[src/rtl/keypad_pkg.sv]
// Shared constants, event kind and key-index helpers for the 4x4 keypad scanner.
package keypad_pkg;

    localparam int unsigned NUM_COLS = 4;
    localparam int unsigned NUM_ROWS = 4;
    localparam int unsigned NUM_KEYS = 16;
    localparam int unsigned KEY_W    = 4;
    localparam logic [3:0]  COL_IDLE = 4'b1110;

    typedef enum logic {
        EVT_PRESS   = 1'b0,
        EVT_RELEASE = 1'b1
    } evt_kind_e;

    function automatic logic [KEY_W-1:0] key_index(input logic [1:0] col, input logic [1:0] row);
        return {col, row};
    endfunction

    function automatic logic [KEY_W-1:0] lowest_set(input logic [NUM_KEYS-1:0] v);
        logic [KEY_W-1:0] idx;
        idx = '0;
        for (int unsigned i = NUM_KEYS; i > 0; i--) begin
            if (v[KEY_W'(i - 1)]) idx = KEY_W'(i - 1);
        end
        return idx;
    endfunction

endpackage

[src/rtl/keypad_row_sync.sv]
// Two-flop synchronizer for the asynchronous keypad row returns; idles high (pulled up).
module keypad_row_sync #(
    parameter int unsigned WIDTH = 4
) (
    input  logic             clk,
    input  logic             reset,
    input  logic [WIDTH-1:0] d_in,
    output logic [WIDTH-1:0] q_out
);

    logic [WIDTH-1:0] sync1_q, sync1_d;
    logic [WIDTH-1:0] sync2_q, sync2_d;

    always_comb begin
        sync1_d = d_in;
        sync2_d = sync1_q;
    end

    always_ff @(posedge clk) begin
        if (reset) begin
            sync1_q <= '1;
            sync2_q <= '1;
        end else begin
            sync1_q <= sync1_d;
            sync2_q <= sync2_d;
        end
    end

    assign q_out = sync2_q;

endmodule

[src/rtl/keypad_scan_reader.sv]
// Column-strobed 4x4 keypad reader with frame debounce and valid/ready key events.
// Optional KEYPAD_RELEASE_EVT_EN: also emit an event when a reported key is released.
module keypad_scan_reader
    import keypad_pkg::*;
#(
    parameter int unsigned SCAN_DIV     = 65536,
    parameter int unsigned DEBOUNCE_CNT = 4
) (
    input  logic        clkin,
    input  logic        reset,
    output logic [3:0]  COL,
    input  logic [3:0]  ROW,
    output logic [3:0]  key_code,
    output logic        key_valid,
    input  logic        key_ready,
    output logic [15:0] key_map,
    output logic        key_release
);

    localparam int unsigned DWELL_W = $clog2(SCAN_DIV);
    localparam int unsigned CNT_W   = (DEBOUNCE_CNT > 1) ? $clog2(DEBOUNCE_CNT) : 1;
    localparam logic [DWELL_W-1:0] DWELL_LAST = DWELL_W'(SCAN_DIV - 1);
    localparam logic [CNT_W-1:0]   CNT_MAX    = CNT_W'(DEBOUNCE_CNT - 1);

    logic [DWELL_W-1:0]  dwell_q, dwell_d;
    logic [1:0]          col_q, col_d;
    logic [NUM_KEYS-1:0] frame_q, frame_d;
    logic [NUM_KEYS-1:0] prev_q, prev_d;
    logic [CNT_W-1:0]    stable_cnt_q, stable_cnt_d;
    logic [NUM_KEYS-1:0] key_map_q, key_map_d;
    logic [NUM_KEYS-1:0] reported_q, reported_d;
    logic [KEY_W-1:0]    code_q, code_d;
    logic                valid_q, valid_d;
    logic [NUM_ROWS-1:0] row_sync;
    logic [NUM_KEYS-1:0] press_cand;
    logic                sample;
    logic                slot_free;
`ifdef KEYPAD_RELEASE_EVT_EN
    logic [NUM_KEYS-1:0] rel_pend_q, rel_pend_d;
    evt_kind_e           kind_q, kind_d;
`endif

    keypad_row_sync #(.WIDTH(NUM_ROWS)) u_row_sync (
        .clk   (clkin),
        .reset (reset),
        .d_in  (ROW),
        .q_out (row_sync)
    );

    always_comb begin
        dwell_d      = dwell_q;
        col_d        = col_q;
        frame_d      = frame_q;
        prev_d       = prev_q;
        stable_cnt_d = stable_cnt_q;
        key_map_d    = key_map_q;
        reported_d   = reported_q & key_map_q;
        code_d       = code_q;
        valid_d      = valid_q;
        press_cand   = key_map_q & ~reported_q;
        sample       = (dwell_q == DWELL_LAST);
        slot_free    = !valid_q || key_ready;
`ifdef KEYPAD_RELEASE_EVT_EN
        kind_d       = kind_q;
        rel_pend_d   = rel_pend_q | (reported_q & ~key_map_q);
`endif

        dwell_d = sample ? '0 : dwell_q + 1'b1;
        if (sample) begin
            col_d = col_q + 1'b1;
            for (int unsigned r = 0; r < NUM_ROWS; r++) begin
                frame_d[key_index(col_q, 2'(r))] = ~row_sync[r];
            end
            // Last column closes the frame; compare the completed frame, not frame_q.
            if (col_q == 2'(NUM_COLS - 1)) begin
                prev_d = frame_d;
                if (frame_d == prev_q) begin
                    if (stable_cnt_q != CNT_MAX) stable_cnt_d = stable_cnt_q + 1'b1;
                    if (stable_cnt_d == CNT_MAX) key_map_d = frame_d;
                end else begin
                    stable_cnt_d = '0;
                end
                if (DEBOUNCE_CNT == 1) key_map_d = frame_d;
            end
        end

        if (valid_q && key_ready) valid_d = 1'b0;
        if (slot_free) begin
            if (press_cand != '0) begin
                code_d             = lowest_set(press_cand);
                valid_d            = 1'b1;
                reported_d[code_d] = 1'b1;
`ifdef KEYPAD_RELEASE_EVT_EN
                kind_d             = EVT_PRESS;
            end else if (rel_pend_d != '0) begin
                code_d             = lowest_set(rel_pend_d);
                valid_d            = 1'b1;
                kind_d             = EVT_RELEASE;
                rel_pend_d[code_d] = 1'b0;
`endif
            end
        end
    end

    always_ff @(posedge clkin) begin
        if (reset) begin
            dwell_q      <= '0;
            col_q        <= '0;
            frame_q      <= '0;
            prev_q       <= '0;
            stable_cnt_q <= '0;
            key_map_q    <= '0;
            reported_q   <= '0;
            code_q       <= '0;
            valid_q      <= 1'b0;
`ifdef KEYPAD_RELEASE_EVT_EN
            rel_pend_q   <= '0;
            kind_q       <= EVT_PRESS;
`endif
        end else begin
            dwell_q      <= dwell_d;
            col_q        <= col_d;
            frame_q      <= frame_d;
            prev_q       <= prev_d;
            stable_cnt_q <= stable_cnt_d;
            key_map_q    <= key_map_d;
            reported_q   <= reported_d;
            code_q       <= code_d;
            valid_q      <= valid_d;
`ifdef KEYPAD_RELEASE_EVT_EN
            rel_pend_q   <= rel_pend_d;
            kind_q       <= kind_d;
`endif
        end
    end

    assign COL       = ~(4'b0001 << col_q);
    assign key_code  = code_q;
    assign key_valid = valid_q;
    assign key_map   = key_map_q;
`ifdef KEYPAD_RELEASE_EVT_EN
    assign key_release = (kind_q == EVT_RELEASE);
`else
    assign key_release = 1'b0;
`endif

endmodule

[config.mk]
export PLATFORM = sky130hd
export DESIGN_NAME = keypad_scan_reader
export DESIGN_NICKNAME = d
export VERILOG_FILES = /design/src/rtl/keypad_pkg.sv /design/src/rtl/keypad_row_sync.sv /design/src/rtl/keypad_scan_reader.sv
export SDC_FILE = /design/constraint.sdc
export NUM_CORES = 1
export LEC_CHECK = 0
export CORE_MARGIN = 2
export CORE_UTILIZATION = 25
export CTS_BUF_LIST = sky130_fd_sc_hd__clkbuf_4
export CTS_CLUSTER_DIAMETER = 150
export DETAILED_ROUTE_END_ITERATION = 16
export PLACE_DENSITY = 0.49
export SLEW_MARGIN = 20
export SYNTH_ARGS = -nofsm -noshare
export SYNTH_HDL_FRONTEND = slang
export SYNTH_SLANG_ARGS = --single-unit
[constraint.sdc]
create_clock -name clkin -period 5.63 [get_ports clkin]
set_clock_uncertainty 0.15 [all_clocks]
set_input_delay 1.4075 -clock clkin [delete_from_list [all_inputs] [get_ports clkin]]
set_output_delay 1.4075 -clock clkin [all_outputs]
set_load 0.005 [all_outputs]
; Word level (Yosys, flattened, before mapping)
; Cells that the tools add are included.
[word_totals]
regBits = 97
in_bits = 7
output_inout_bits = 26
elab_cells = 94
[op_classes]
addsub = 3
order_cmp = 10
n_eq_ne = 5
shifts = 1
n_mux = 42
n_bitwise = 9
reduce_logical = 13
[op_table]
columns = cell, n
row1 = $mux 4, 18
row2 = $bwmux 16, 4
row3 = $and 16x16->16, 2
row4 = $mux 16, 2
row5 = $lt 4x5->1 const B, 5
row6 = $ge 4x1->1 const B, 5
row7 = $add 16x1->16 const B, 1
row8 = $eq 16x16->1, 1
row9 = $eq 16x16->1 const B, 1
row10 = $not 16->16, 1
row11 = $or 16x16->16, 1
row12 = $reduce_bool 16->1, 1
row13 = $mux 2, 5
row14 = $demux 1 s2, 4
row15 = $mux 1, 8
row16 = $logic_and 1x1->1, 6
row17 = $add 2x1->2 const B, 2
row18 = $demux 1 s4, 1
row19 = $eq 2x2->1 const B, 2
row20 = $not 1->1, 4
row21 = $not 4->4, 1
row22 = $reduce_and 2->1, 2
row23 = $reduce_and 4->1, 1
row24 = $shl 1x2->4 const A, 1
row25 = 4 further kinds, 4

; Logic depth before layout (Yosys ltp)
; Gate-level depths: netlist (run 1).
[depth]
depth_word = 27
mapped_depth = 11
mapped_depth_nobuf = 8

; Cells and area by module
; Synthesis (run 1) repeated with hierarchy kept, for this count alone.
[hier_totals]
cells_unflattened = 551
hier_area_um2 = 4590.7
[modules_own_cells]
columns = mod, instances, cells_per_inst, area_each_um2, seq_area_each_um2
row1 = keypad_scan_reader, 1, 535, 4380.5, 1781.7
row2 = keypad_row_sync, 1, 16, 210.2, 160.2

; Least setup slack after synthesis (run 1)
; Ideal clock, no wire load.
[synth_timing]
path_kind = in2reg
from = input reset
to = register col_q[1]
setup_time_ns = 0.129
arrival_time_ns = 2.249
t_required_ns = 5.351
path_slack_ns = 3.102
path_stages = 3
path_buffers = 2
path_cell_list = buf_6 > dlygate4sd3_1 > a21oi_1
[synth_rtl]
columns = item, line
row1 = from (decl), keypad_scan_reader.sv:10  ; input logic reset,
row2 = to (signal assigned), keypad_scan_reader.sv:122  ; col_q <= col_d;
row3 = to (decl), keypad_scan_reader.sv:26  ; logic [1:0] col_q, col_d;
; No word-level cell between the ends.

; Worst setup path in the final report (run 1)
[layout_timing]
from = register col_q[0]
to = output COL[3]
[layout_via]
elab_chain_cells = 2
[layout_lines]
columns = item, line
row1 = $shl 1x2->4, keypad_scan_reader.sv:137  ; assign COL = ~(4'b0001 << col_q);
row2 = $not 4->4, keypad_scan_reader.sv:137
row3 = to (decl), keypad_scan_reader.sv:11  ; output logic [3:0] COL,
; No other way between the ends.

==> qor.csv, run 1 <==
metric;value;unit
layout cells sized above 1;0.0820;
first-pass GRT wire length;18400;um
Ports;33;
post-synthesis adder-cell area fraction;0.0137;
Routability Congestion;0.827;
Switching Fraction;0.222;
largest net degree at the start of global routing;47;
TNS Setup;0;ns
Compound-Gate Fraction of Synth Area;0.172;
kind of critical path;reg2out;
DR pass1 iterations;4;
Post-synth top cells;97 x dfxtp_1, 68 x nor2_1, 52 x nand2_1;
Post-route DRC;0;
Post-synth EDFFs;0;
TritonCTS clock tree;yes;
Clock power frac;0.382;
Leakage;1.75;nW
Syn Nets;552;
Post-CTS Hold Buffers;0;
R2R depth;8;
H-tree Lvls;3;
largest family of logic cells by synthesized area;simple AND/OR/NAND/NOR gates;
CP peak stage delay;0.48;ns
cell count after synthesis;540;
post-CTS resize count;0;
Req. time, crit path;4.07;ns
vias in the first global route;3695;
core area;0.0179;mm^2
CTS root buffer;clkbuf_4;
top cells by area, synth;dfxtp_1 43%, nor2_1 5.6%, a21oi_1 5.3%;
Slew @ Worst Pin;0.734;ns
post-route ant nets;0;
total grt overflow;0;
library cells used by synthesis;50;
Simple-Gate Fraction of Synth Area;0.300;
DP Cell Count;775;
Initial Utilization;0.254;
Yosys reg bits;97;
outcome;completed;
Syn. warnings;0;
Peak supply drop;0.000121;V
Fin Hold WS;0.259;ns
WHS Path Cells;1;
synthesized area;0.00456;mm^2
Max Fanout on Critical Path;10;
top-count cell post-synth;dfxtp_1;
chip height;139;um
post-synthesis mux area share;0.0154;
critical-path cell with the highest stage delay;clkdlybuf4s50_1;
final period utilization;0.622;
Post-synth top flop;dfxtp_1;
gr usage total;0.116;
Syn Area/Cell;8.44;um^2
Synth top area share;0.426;
Pint;0.925;mW
DR vias/cell;4.84;
Area growth syn-to-layout;13.3;%
Clock Pin Slew Worst Setup and Hold Paths;0.14;ns
initial antenna violation count;0;
RSZ-0062 raised after global routing;no;
nets;569;
critical path arrival;1.94;ns
die area;0.0193;mm^2
Via Count;3824;
area of the multi-input gates;0.00239;mm^2
max-cap viol count;0;
antenna fix cells;0;
Detailed Place HPWL;7810;um
Hold Crit Start;u_row_sync.sync1_q[1];
startpoint types;flop;
min cycle time layout;3.50;ns
Setup violations, final;0;
Fin. Hold Viols;0;
Critical R2R Launch;col_q[0];
fin area;0.00516;mm^2
Hold WC Path Type;reg2reg;
total CTS buffers;9;
Seq/Total Area, Yosys;0.426;
PwrDens;230;mW/mm^2
Finished Layout Cells;790;
xor and xnor fraction of the mapped netlist area;0.0211;
slew margin rel.;0.511;
asr flop ratio synth;0;
post-CTS setup buffers;0;
WL final;10800;um
Die W;139;um
fin. max-slew vios;0;
Rows;49;
port bufs;31;
later-pin clock latency in the skew report;0.47;ns
initial DRC count;192;
cell area after placement;0.00499;mm^2
Seq. cell area;0.00194;mm^2
crit end category;output port;
clock sinks;97;
Comb pwr share;0.034;
largest area contributor in the netlist;dfxtp_1;
crit-path cells;ha_1 -> inv_1 -> clkdlybuf4s50_1;
Achievable Freq;286;MHz
Sw Pwr;0.264;mW
wire length per cell;13.6;um
first element of the critical path;col_q[0];
Seq pwr share;0.585;
clock buffer depth;2;
FILL cells;1949;
-- path summary, 6_finish.rpt --
kind                                            end  slack [ns]
worst max register to register           key_map[5]        2.65
worst min register to register  u_row_sync.q_out[1]        0.26
worst min-delay path            u_row_sync.q_out[1]        0.26
worst max-delay path                         COL[3]        2.13
-- critical path, delay by kind of cell (launching register included) --
kind / cells / cell delay (ns)
buffers and inverters: 2 / 0.64
flip-flops: 1 / 0.42
adder cells (fa/ha/maj): 1 / 0.41
-- cells in the final DEF (no fill, tap or decap), types with 4 or more instances in the layout --
cell type	n
a211oi_1	9
a21oi_1	48
and2_1	14
and2_4	6
buf_4	5
clkbuf_4	9
clkdlybuf4s50_1	30
dfxtp_1	97
ha_1	5
inv_1	8
mux2i_1	7
nand2_1	52
nand2b_1	7
nand3_1	8
nand4_1	18
nand4b_1	8
nor2_1	68
nor2b_1	18
nor3_1	11
nor4_1	4
o21a_1	9
o21ai_0	19
o21ai_1	4
o31ai_1	19
o32ai_1	10
or2_2	9
or3_1	13
xnor2_1	7
xor2_1	4
-- sequential cells by signal, indices dropped and copies added (netlist names) --
register / cells
col_q: 2
dwell_q: 16
frame_q: 16
key_code: 4
key_map: 16
key_valid: 1
prev_q: 16
reported_q: 16
stable_cnt_q: 2
u_row_sync.q_out: 4
u_row_sync.sync1_q: 4
-- routing by layer --
metal / up-vias / wire [um] / track usage
met2: 69 / 4840 / 0.182
met5: - / 0 / 0
li1: 1950 / - / -
met3: 11 / 470 / 0.0338
met4: 0 / 152 / 0.0330
met1: 1794 / 5310 / 0.155
-- logic make-up after synthesis --
logic type / count (synthesis)
buf+inv: 38
fa+ha+maj: 5
mux: 7
compound gates: 124
xor+xnor: 11
flops: 97
other cells: 1
simple gates: 257
-- cell type report --
class                   count  share of cell area
well taps                 229              0.0555
clock inverters             6              0.0208
multi-input cells         405               0.462
repair buffers             36              0.0664
flip-flops and latches     97               0.376
clock buffers               9              0.0131
inverters                   8             0.00582
-- through the flow --
step,setup WS [ns],util,power (mW)
4_1_cts,2.06,0.288,1.21
3_5_place_dp,2.53,0.279,0.751
5_1_grt,1.96,0.288,1.24
2_1_floorplan,3.10,-,0.742
6_report,2.13,0.288,1.19
3_3_place_gp,2.56,0.279,0.750
-- power groups by stage --
stage,clock [mW],sequential (mW),combinational (mW)
after global routing,0.500,0.697,0.0453
after detailed placement,0,0.710,0.0406
after CTS,0.471,0.695,0.0406
final,0.454,0.695,0.0403
after floorplan,0,0.709,0.0333
after global placement,0,0.710,0.0396
No activity file was read; power rests on OpenSTA's default activity.
==> inputs of run 2 (changes only) <==
==> constraint.sdc (replaced) <==
create_clock -name clkin -period 3.56 [get_ports clkin]
set_clock_uncertainty 0.15 [all_clocks]
set_input_delay 0.89 -clock clkin [delete_from_list [all_inputs] [get_ports clkin]]
set_output_delay 0.89 -clock clkin [all_outputs]
set_load 0.005 [all_outputs]
==> run 2 against run 1 <==
Compared with the run above: non-clock buffer count up 1; first-iteration DRC count down 6.8%; die area unchanged; largest cell class unchanged; largest power group unchanged; critical path type is now reg2reg; hold slack better by 0.0093 ns; total power up 46%; worst setup slack worse by 1.6 ns; critical path depth up 5; routed wire length up 1.7%.
==> qor.csv, run 2 (same netlist as run 1, synthesis figures left out) <==
metric;value;unit;change
core area;0.0179;mm^2;unchanged
later-pin clock latency in the skew report;0.46;ns;was 0.47 ns
clock buffer depth;2;;unchanged
layout cells sized above 1;0.0817;;was 0.0820
crit-path cells;inv_1 -> ha_1 -> and2_4 -> o21ai_0 -> nand4b_1 -> or4_1 -> o31ai_1 -> a21oi_1;;was ha_1 -> inv_1 -> clkdlybuf4s50_1
Sw Pwr;0.416;mW;was 0.264 mW
nets;570;;was 569
gr usage total;0.117;;was 0.116
Slew @ Worst Pin;0.582;ns;was 0.734 ns
critical-path cell with the highest stage delay;or4_1;;was clkdlybuf4s50_1
Clock Pin Slew Worst Setup and Hold Paths;0.14;ns;about the same
total grt overflow;0;;unchanged
Peak supply drop;0.000191;V;was 0.000121 V
antenna fix cells;0;;unchanged
total CTS buffers;9;;unchanged
Pint;1.32;mW;was 0.925 mW
WL final;11000;um;was 10,800 um
TNS Setup;0;ns;unchanged
Seq pwr share;0.633;;was 0.585
H-tree Lvls;3;;unchanged
Fin. Hold Viols;0;;unchanged
Core Util, Final;0.286;;was 0.288
post-CTS resize count;0;;unchanged
initial antenna violation count;0;;unchanged
Ports;33;;unchanged
clock sinks;97;;unchanged
Achievable Freq;334;MHz;
fin area;0.00512;mm^2;was 0.00516 mm^2
busiest grt layer;met2;;unchanged
RSZ-0062 raised after global routing;no;;unchanged
most used cells in the layout excluding fill and tap cells;97 x dfxtp_1, 68 x nor2_1, 52 x nand2_1;;unchanged
crit end category;flop;;was output port
max-cap viol count;0;;unchanged
Initial Utilization;0.254;;unchanged
met1 Use GR;0.155;;about the same
critical path arrival;3.20;ns;was 1.94 ns
outcome;completed;;unchanged
slew margin rel.;0.611;;was 0.511
port bufs;31;;unchanged
DR pass1 iterations;5;;was 4
largest net degree at the start of global routing;41;;was 47
min cycle time layout;2.99;ns;
post-route ant nets;0;;unchanged
Clock power frac;0.329;;was 0.382
wire length per cell;13.8;um;was 13.6 um
vias in the first global route;3650;;was 3,695
TritonCTS clock tree;yes;;unchanged
Req. time, crit path;3.76;ns;was 4.07 ns
CTS root buffer;clkbuf_4;;unchanged
Via Count;3828;;was 3,824
Switching Fraction;0.239;;was 0.222
Detailed Place HPWL;8040;um;was 7810 um
Setup violations, final;0;;unchanged
first-pass GRT wire length;18400;um;about the same
CP peak stage delay;0.85;ns;was 0.48 ns
Comb pwr share;0.038;;was 0.034
die area;0.0193;mm^2;unchanged
PwrDens;339;mW/mm^2;was 230 mW/mm^2
chip height;139;um;unchanged
met2 usage;0.191;;was 0.182
fin. max-slew vios;0;;unchanged
Fin Hold WS;0.268;ns;was 0.259 ns
Rows;49;;unchanged
Leakage;1.74;nW;was 1.75 nW
met3 Usage GRT;0.0373;;was 0.0338
DR vias/cell;4.83;;was 4.84
Hold WC Path Type;reg2reg;;unchanged
final period utilization;0.841;;
Post-route DRC;0;;unchanged
cell area after placement;0.00500;mm^2;was 0.00499 mm^2
Die W;139;um;unchanged
Area growth syn-to-layout;12.5;%;was 13.3%
kind of critical path;reg2reg;;was reg2out
Post-CTS Hold Buffers;0;;unchanged
most common cell after layout, fill and taps aside;dfxtp_1;;unchanged
post-CTS setup buffers;0;;unchanged
startpoint types;flop;;unchanged
initial DRC count;179;;was 192
Max Fanout on Critical Path;16;;was 10
Routability Congestion;0.856;;was 0.827
run 2: changes by cell type in the layout (fill, tap and decap cells not counted), sizes merged:
cell / change
bufinv: -2
clkinvlp: -1
clkinv: +4
buf: +1
run 2: power groups by stage:
stage          registers [mW]  logic, mW  clock network (mW)
2_1_floorplan            1.12     0.0526                   0
3_3_place_gp             1.12     0.0646                   0
3_5_place_dp             1.12     0.0657                   0
4_1_cts                  1.10     0.0658               0.607
5_1_grt                  1.10     0.0737               0.648
6_report                 1.10     0.0652               0.572
run 2: worst max-delay path: cells and delay by family, from the launching register on:
family	cells	cell delay (ns)
and+or+nand+nor	3	1.27
AOI/OAI and AO/OA	3	0.64
DFF	1	0.42
adders and majority gates	1	0.33
buffers and inverters	1	0.08
run 2: cell type report:
class                   instances  area (um^2)
clock buffers                   9         67.6
clock inverters                 7         61.3
fillers                      1960        12800
inverters                       8         30.0
multi-input cells             405         2390
flip-flops and latches         97         1940
well taps                     229          287
repair buffers                 37          350
run 2: worst paths after layout:
kind	startpoint	endpoint	slack, ns	cells after the start
worst max register to register	col_q[0]	key_map[2]	0.57	8
worst max-delay path	col_q[0]	key_map[2]	0.57	8
worst min-delay path	u_row_sync.sync1_q[0]	u_row_sync.q_out[0]	0.27	1
worst min register to register	u_row_sync.sync1_q[0]	u_row_sync.q_out[0]	0.27	1
run 2: stage by stage:
step / worst slack (ns) / power (mW) / instances
after floorplan: 1.04 / 1.17 / 540
after detailed placement: 0.516 / 1.19 / 776
final: 0.565 / 1.74 / 792
after global placement: 0.676 / 1.19 / 776
after global routing: 0.347 / 1.82 / 792
after CTS: 0.497 / 1.77 / 792
run 2: routing by layer:
| layer | up-vias | part of all wire |
|---|---|---|
| li1 | 1952 | - |
| met1 | 1785 | 0.48 |
| met2 | 84 | 0.46 |
| met3 | 7 | 0.054 |
| met4 | 0 | 0.0080 |
| met5 | - | 0 |
==> variant, RTL diff (config.mk and constraints of run 2) <==
Build with the macro `KEYPAD_RELEASE_EVT_EN` defined.
--- a/src/rtl/keypad_scan_reader.sv
+++ b/src/rtl/keypad_scan_reader.sv
@@ -2,2 +2,4 @@
 // Optional KEYPAD_RELEASE_EVT_EN: also emit an event when a reported key is released.
+`define KEYPAD_RELEASE_EVT_EN
+
 module keypad_scan_reader
Function: same outputs for any inputs over 10 cycles, from zero or initial values and one cycle with reset high; that may be too few to reach the edited logic, so the function may still have changed.
==> variant against run 2 <==
  * Largest cell class unchanged
  * First-iteration DRC count rose by 55%
  * Largest power group unchanged
  * Register-to-register slack improved by 0.06 ns
  * Critical path type is now flip-flop to output port
  * Worst setup slack improved by 0.017 ns
  * Synthesized cell count rose by 13%
  * Total power rose by 32%
  * Sequential share of layout area fell by 0.45 points
  * Combinational power fell by 8.1%
  * Critical endpoint is now COL[0]
  * Wire length rose by 27%
  * Sequential cell count rose by 17
  * Cell area rose by 19%
  * Synthesized area rose by 14%
  * Die area rose by 13%
==> variant: results (changes against run 2) <==
CTS
  • TritonCTS Buffers: 17 (+8)
  • H-tree depth: 4 (+1)
  • Skew-Pair Late Insertion Delay: 0.53 ns (+0.07 ns)
  • Reg clk slew, reported paths: 0.12 ns (-0.02 ns)

Worst setup path
  • Critical path peak fanout: 10 (-6)
  • Worst reg-to-reg setup slack: 0.63 ns (+0.06 ns)
  • Worst reg2reg endpoint: key_map[5]
  • R2R depth: 10 (+2)
  • CP Capture Point: COL[0]

Global routing
  • Largest net degree at the start of global routing: 79 (+93%)
  • Number of global-route vias before repair: 4387 (+20%)

STA
  • Worst-margin pin slew: 0.804 ns (+0.221 ns)

Route
  • Vias: 4470 (+17%)
  • DR iter-0 viols: 277 (+55%)

Placement
  • DP Area: 5820 um^2 (+16%)
  • Gp weighted congestion: 0.891 (+4.1%)
  • Final HPWL DP: 10.3 mm (+28%)

Power
  • Peak VDD IR: 0.222 mV (+16%)
  • Internal power: 1.67 mW (+26%)
  • Lkg Pwr: 2.26 nW (+30%)

Yosys
  • Area contributors post-synth: dfxtp_1, nor2_1, a21oi_1
  • Sequential fraction of the synthesis area: 44.0% (+1.4 points)
  • Synthesized Nets: 622 (+13%)

Status
  • Status: finished clean

Cells and area
  • Area Growth Syn to Fin: 17.5%
  • Layout cells sized above 1: 9.59% (+1.4 points)
[variant: changes by cell type after synthesis, moves of 12 or more]
cell	delta
and2_1	-13
nand2b_1	+14
dfxtp_1	+17
nand2_1	-16
a32oi_1	+15
xor2_1	+14
inv_1	+19
o31ai_1	-12
nor2_1	+30
or3_1	-12
[variant: worst min-delay path by stage]
| stage | slack [ns] | depth (start not counted) | start | endpoint |
|---|---|---|---|---|
| final | 0.27 | 1 | u_row_sync.sync1_q[0] | u_row_sync.q_out[0] |
| after global routing | 0.30 | 1 | u_row_sync.sync1_q[0] | u_row_sync.q_out[0] |
| after global placement | 0.24 | 1 | u_row_sync.sync1_q[1] | u_row_sync.q_out[1] |
| after detailed placement | 0.24 | 1 | u_row_sync.sync1_q[1] | u_row_sync.q_out[1] |
| after floorplan | 0.24 | 1 | u_row_sync.sync1_q[0] | u_row_sync.q_out[0] |
| after CTS | 0.27 | 1 | u_row_sync.sync1_q[1] | u_row_sync.q_out[1] |
[variant: area by class of cell]
| type | instances | share of cell area [%] |
|---|---|---|
| inverters | 27 | 1.66 |
| repair buffers | 45 | 6.81 |
| clock inverters | 15 | 2.44 |
| clock buffers | 17 | 2.09 |
| flip-flops and latches | 114 | 37.4 |
| multi-input cells | 439 | 44.0 |
| well taps | 270 | 5.54 |
[variant: power groups by stage]
stage               Combinational (mW)  Sequential (mW)  Clock [mW]
global route                    0.0681             1.29        1.06
detailed placement              0.0611             1.32           0
floorplan                       0.0404             1.32           0
finish                          0.0599             1.29       0.952
global placement                0.0601             1.32           0
CTS                             0.0611             1.29       0.991
[variant: worst max-delay path, cell delays in order (launching register included)]
cell             delay, ns
dfxtp_1               0.41
inv_1                 0.08
ha_1                  0.33
inv_1                 0.10
clkdlybuf4s50_1       0.50
[variant: cell families (layout without fill, tap and decap cells)]
kind of cell | count (synthesis) | after routing | synth area share (%)
DFF | 114 | 114 | 44.0
muxes | 9 | 9 | 1.74
and+or+nand+nor | 239 | 239 | 23.2
adders and majority gates | 5 | 5 | 1.21
xor gates and xnor gates | 30 | 30 | 5.07
AOI/OAI and AO/OA | 156 | 156 | 20.5
buffers and inverters | 57 | 104 | 4.29
[variant: metrics by stage]
step                hold slack, ns  std cells  total power, mW  setup slack, ns
global placement             0.243        895             1.38            0.673
floorplan                    0.239        610             1.36             1.06
finish                       0.274        927             2.30            0.583
CTS                          0.274        927             2.34            0.513
detailed placement           0.243        895             1.38            0.636
global route                 0.296        927             2.42            0.317
[variant: per-layer routing]
| layer | track usage (%) | part of all wire, % | vias up |
|---|---|---|---|
| li1 | - | - | 2241 |
| met1 | 16.9 | 47 | 2116 |
| met2 | 22.0 | 47 | 101 |
| met3 | 4.02 | 4.6 | 12 |
| met4 | 3.71 | 1.2 | 0 |
| met5 | 0 | 0 | - |
